$ cat config.mk
export PLATFORM = sky130hd
export DESIGN_NAME = mock_hash_engine
export DESIGN_NICKNAME = d
export VERILOG_FILES = /design/src/rtl/mock_hash_engine.sv
export SDC_FILE = /design/constraint.sdc
export NUM_CORES = 2
export LEC_CHECK = 0
export CORE_MARGIN = 5
export CORE_UTILIZATION = 56
export CTS_CLUSTER_SIZE = 24
export DETAILED_ROUTE_END_ITERATION = 8
export PLACE_DENSITY_LB_ADDON = 0.05
export SLEW_MARGIN = 10
export SYNTH_ARGS = -nofsm -noshare
export SYNTH_HDL_FRONTEND = slang
export SYNTH_SLANG_ARGS = --single-unit
$ cat constraint.sdc
create_clock -name clk -period 95.5 [get_ports clk]
set_input_delay 19.1 -clock clk [delete_from_list [all_inputs] [get_ports clk]]
set_output_delay 19.1 -clock clk [all_outputs]
set_load 0.05 [all_outputs]
$ cat src/rtl/mock_hash_engine.sv
// Stand-in for the SHA-256d core: folds a 352-bit state into a 256-bit pseudo-hash and reports its leading-zero count after LATENCY cycles.
// Latency LATENCY cycles. One beat is accepted per II cycles, and a beat offered while readyOut=0 is dropped and flagged in overrun.
module mock_hash_engine #(
    parameter int LATENCY = 10,
    parameter int II      = 1,
    parameter int HCW     = 16
) (
    input  logic           clk,
    input  logic           rst,
    input  logic           validIn,
    input  logic           newBlockIn,
    input  logic [351:0]   initialState,
    input  logic [8:0]     target,
    output logic           readyOut,
    output logic           validOut,
    output logic           newBlockOut,
    output logic [255:0]   hash,
    output logic [31:0]    difficulty,
    output logic           hit,
    output logic [HCW-1:0] hitCount,
    output logic           overrun
);

    localparam int CW = 5;

    function automatic logic [8:0] lzc256(input logic [255:0] h);
        logic [8:0] n;
        logic       found;
        n     = '0;
        found = 1'b0;
        for (int i = 255; i >= 0; i--) begin
            if (!found) begin
                if (h[i]) found = 1'b1;
                else      n     = n + 9'd1;
            end
        end
        return n;
    endfunction

    logic [CW-1:0] r_cnt;
    logic          r_overrun;
    logic [HCW-1:0] r_hit_cnt;

    logic          r_vld  [LATENCY];
    logic          r_nb   [LATENCY];
    logic [255:0]  r_hash [LATENCY];
    logic [8:0]    r_lzc  [LATENCY];

    logic          w_accept;
    logic [255:0]  w_fold;
    logic [8:0]    w_lzc;
    logic          w_hit;

    assign readyOut = (r_cnt == '0);
    assign w_accept = validIn && readyOut;
    assign w_fold   = initialState[255:0] ^ {160'b0, initialState[351:256]};
    assign w_lzc    = lzc256(w_fold);

    always_ff @(posedge clk or posedge rst) begin
        if (rst) begin
            r_cnt <= '0;
        end else if (w_accept && (II > 1)) begin
            r_cnt <= CW'(II - 1);
        end else if (r_cnt != '0) begin
            r_cnt <= r_cnt - 1'b1;
        end
    end

    always_ff @(posedge clk or posedge rst) begin
        if (rst) begin
            r_overrun <= 1'b0;
        end else if (validIn && !readyOut) begin
            r_overrun <= 1'b1;
        end
    end

    // Valid/newBlock shift every cycle; payload loads only behind a valid.
    always_ff @(posedge clk or posedge rst) begin
        if (rst) begin
            for (int k = 0; k < LATENCY; k++) begin
                r_vld[k]  <= 1'b0;
                r_nb[k]   <= 1'b0;
                r_hash[k] <= '0;
                r_lzc[k]  <= '0;
            end
        end else begin
            r_vld[0] <= w_accept;
            r_nb[0]  <= newBlockIn && w_accept;
            if (w_accept) begin
                r_hash[0] <= w_fold;
                r_lzc[0]  <= w_lzc;
            end
            for (int k = 1; k < LATENCY; k++) begin
                r_vld[k] <= r_vld[k-1];
                r_nb[k]  <= r_nb[k-1];
                if (r_vld[k-1]) begin
                    r_hash[k] <= r_hash[k-1];
                    r_lzc[k]  <= r_lzc[k-1];
                end
            end
        end
    end

    assign w_hit = r_vld[LATENCY-1] && (r_lzc[LATENCY-1] >= target);

    // A new-block beat restarts the count at its own hit, not on top of the old count.
    always_ff @(posedge clk or posedge rst) begin
        if (rst) begin
            r_hit_cnt <= '0;
        end else if (r_vld[LATENCY-1] && r_nb[LATENCY-1]) begin
            r_hit_cnt <= {{(HCW-1){1'b0}}, w_hit};
        end else if (w_hit && !(&r_hit_cnt)) begin
            r_hit_cnt <= r_hit_cnt + 1'b1;
        end
    end

    assign validOut    = r_vld[LATENCY-1];
    assign newBlockOut = r_nb[LATENCY-1];
    assign hash        = r_hash[LATENCY-1];
    assign difficulty  = {23'b0, r_lzc[LATENCY-1]};
    assign hit         = w_hit;
    assign hitCount    = r_hit_cnt;
    assign overrun     = r_overrun;

endmodule

# Word-level counts from Yosys, hierarchy flattened
# Index checks and enable logic that the tools add are counted.
[op_classes]
addsub = 257
magnitude_cmp = 1
muxes = 1022
n_bitwise = 1
reduce_logical = 12
[op_table]
columns = ["operator", "count"]
rows = [
  ["$mux 9", 510],
  ["$add 9x1->9 const B", 255],
  ["$mux 1", 510],
  ["$xor 256x96->256", 1],
  ["$mux 16", 2],
  ["$add 16x1->16 const B", 1],
  ["$reduce_and 16->1", 1],
  ["$ge 9x9->1", 1],
  ["$logic_and 1x1->1", 6],
  ["$logic_not 5->1", 1],
  ["$reduce_bool 5->1", 1],
  ["$sub 5x1->5 const B", 1],
  ["$logic_not 1->1", 2],
  ["$reduce_bool 2->1", 1],
]
[totals]
reg_bits = 2692
out_inout_bits = 309

# Longest topological paths before layout
[logic_depth]
depth_word = 767
mapped_depth = 857

# Least setup slack after synthesis
# OpenSTA, ideal clock, no wires.
[synth_timing]
path_kind = "input to register"
startpoint = "in initialState[252]"
endpoint = "reg r_lzc[89] in the netlist's numbering"
setup_ns = 0.125
arrival_ns = 165.109
slack_ns = -69.734
stages = 852
n_path_buf = 0
path_cell_list = "nor2_1 nor3_1 ha_1 nand2b_1 a21boi_0 ha_1 nand2_1 nand2_1 ha_1 nand2b_1 a31oi_1 ha_1 mux2i_1 o21a_1 o21ai_0 ha_1 nor2_1 nor2_1 [... 816 more ...] mux2i_1 a211oi_1 ha_1 nand2_1 nand2_1 ha_1 nand2_1 xor2_1 nor2_1 xor2_1 nor2_1 nand2_1 a2111oi_0 nand2_1 mux2i_1 nor2_1 xor3_1 mux2_2"
[synth_lines]
columns = ["element", "line", "rtl"]
rows = [
  ["start: declaration", "12", "input logic [351:0] initialState,"],
  ["end signal: indexed assignment", "98", "r_lzc[k] <= r_lzc[k-1];"],
  ["end: declaration", "47", "logic [8:0] r_lzc [LATENCY];"],
]

==> metrics.txt <==
NumNets Final=16.3k; Tightest Pin Transition=roughly 1300 ps; total CTS buffers=281; Reg clk slew, reported paths=about 80 ps; drt wl/cell=between 20 and 25 um; initial antenna violation count=62; Post-synth top cells=dfrtp_1 (2692), mux2_2 (2463), nand2_1 (1431); Sink Count=between 2k and 3k; IO Pins=around 670; Layout area overhead=24.0%; Iteration-0 DRC Markers=between 7k and 8k; Fin. Hold Viols=0; filler cell count in the final layout=approximately 19k; top-count cell post-synth=dfrtp_1; leading area contributor after synthesis=dfrtp_1; RSZ-0062 raised after global routing=yes; Post-synth EDFFs=0; critical path's top delay family=adder cells; first-pass GRT wire length=around 640000 um; hpwl dp=approximately 300000 um; Pleak=slightly above 80 nW; Tot GR Track Use=about 29%; CP Buf/Inv Count=70; DR WL met3=19100 um; critical path class=input port to flop; Non-Filler Instances=a little under 20k; post-route minimum period=162040 ps; Design Power=around 3.7 mW; Critical Path Source Type=input port; placed cells=roughly 19k; 1st-pass router iterations=6; Clock Latency Late Sink=~910 ps; Worst Setup End Kind=flop; Peak VDD IR=29.0 uV; Clock Path Buffers=4; Most used DFF post-synth=dfrtp_1; Routed Wire Length=between 400000 and 500000 um; Synth Register Bits=roughly 2.7k; GPL Wtd Cong=0.939; Slew Limit Fails=0; outcome=complete, but fails checks; count of max-cap constraint violations=0; fin crit share=170%; CORE AREA=approximately 260000 um2; Clock Tree Root=clkbuf_16; dpl ws=-69700 ps; power per cell area=roughly 20 nW/um2; post-synthesis instance total=roughly 13k; crit path max-delay cell type=a311o_1; most used cell along the critical path=ha_1; CTS tree=built; mapped cell area=between 100000 and 150000 um2; worst endpoint required time=just under 100000 ps; DR DRC count=0; Synth top area share=~45%; via count=~110k; Starting Density=between 50% and 60%; Hold Crit Class=flop to flop; layout cells sized above 1=35.5%; DIE WIDTH=525 um; Final ANT Viol Nets=0; final setup vio count=8; f_max=between 0.006 and 0.007 GHz; vias in the first global route=113k; Max-slew headroom=11.6%; failing checks=negative setup slack; CP peak stage delay=between 300 and 400 ps; asr flop ratio synth=100%; Die H=about 520 um; warnings from Yosys=0; largest cells by area after synthesis=dfrtp_1 (45%), mux2_2 (19%), xnor2_1 (4.8%); Avg Cell Area, Syn=between 10 and 15 um2; die footprint=between 200000 and 300000 um2; Final WS setup=-66540 ps; largest net degree at the start of global routing=178; PortBufs=650; M1 WL=~190000 um; top layer in use=met5; total number of H-tree levels=5; final core occ=69.9%; Crit Path Max Fanout=3; met2 wire length=roughly 190000 um; post-synthesis cell type count=about 120; Setup Skew=~71 ps; DR vias/cell=roughly 5.7; post-synthesis sequential area ratio=between 40% and 50%; Std-Cell Rows=188; Critical Path AT=~160000 ps; total gr overflow=0
-- state kept, by name, indices dropped and copies added, names as in the netlist --
register	cells
validOut	1
hitCount	16
difficulty	9
r_vld	9
hash	256
newBlockOut	1
r_nb	9
r_lzc	81
r_hash	2304
overrun	1
r_cnt	5
-- area by class of cell --
type	instances	area [um2]	area share [%]
well taps	3515	4400	2.39
clock buffers	409	8240	4.48
repair buffers	2779	22700	12.3
multi-input cells	9648	78900	42.9
clock inverters	90	1250	0.681
flip-flops and latches	2692	67400	36.7
diodes	29	72.6	0.0395
inverters	254	968	0.527
-- path summary, 6_finish.rpt --
check / slack [ps] / to / from / depth (start not counted)
max in group asynchronous: 71740 / r_hash[2488] / rst / 7
worst min register to register: 350 / r_nb[8] / r_nb[9] / 0
worst min-delay path: 350 / r_nb[8] / r_nb[9] / 0
worst max-delay path: -66540 / r_lzc[89] / initialState[253] / 1103
min in group asynchronous: 18760 / r_hash[534] / rst / 2
worst max register to register: 91340 / r_hash[2509] / r_cnt[0] / 11
-- routing by layer --
layer,track usage [%],vias to the layer above
met4,8.47,8
met3,3.36,542
met5,0,-
met1,41.5,55500
li1,-,51100
met2,45.7,2543
-- cells in the final DEF, fill, tap and decap left out, types with 134 or more instances in the layout --
| cell type | count |
|---|---|
| nand2_1 | 1375 |
| dfrtp_1 | 2683 |
| inv_1 | 226 |
| clkbuf_16 | 284 |
| and3_1 | 134 |
| clkdlybuf4s50_1 | 644 |
| xnor2_1 | 799 |
| mux2_2 | 2414 |
| ha_1 | 152 |
| mux2i_1 | 144 |
| nand3_1 | 231 |
| o21ai_0 | 371 |
| a21oi_1 | 362 |
| buf_4 | 2107 |
| nor2b_1 | 155 |
| xor2_1 | 430 |
| nor3_1 | 236 |
| nor2_1 | 842 |
-- cell families (layout without fill, tap and decap cells) --
group                      after synthesis  after routing  share of synthesized area (%)
AOI/OAI and AO/OA                     1484           1484                           6.21
xor gates and xnor gates              1477           1477                           10.9
adders and majority gates              291            291                           2.41
buffers and inverters                 1031           3532                           3.38
DFF                                   2692           2692                           45.4
muxes                                 2631           2631                           19.9
other                                    1             52                        0.00253
and+or+nand+nor                       3742           3742                           11.7
-- power by group --
| part | switching [mW] | internal, mW |
|---|---|---|
| registers | 0.225 | 1.47 |
| clock network | 0.465 | 0.643 |
| logic | 0.447 | 0.430 |
| total | 1.14 | 2.54 |
-- repair_timing --
item / in CTS / in global routing
buffers inserted: 129 / 114
pin swaps: 123 / 400
setup endpoints to repair: 8 / 8
hold buffers: 0 / 0
gates resized for setup: 56 / 281
-- metrics by stage --
stage	hold slack [ps]	area (um2)	TNS, ps
final	349	184000	-527950
after global routing	356	184000	-586880
after CTS	349	182000	-531640
after detailed placement	336	171000	-552280
after global placement	340	171000	-508460
after floorplan	331	150000	-482770
No activity file was read; power rests on OpenSTA's default activity.
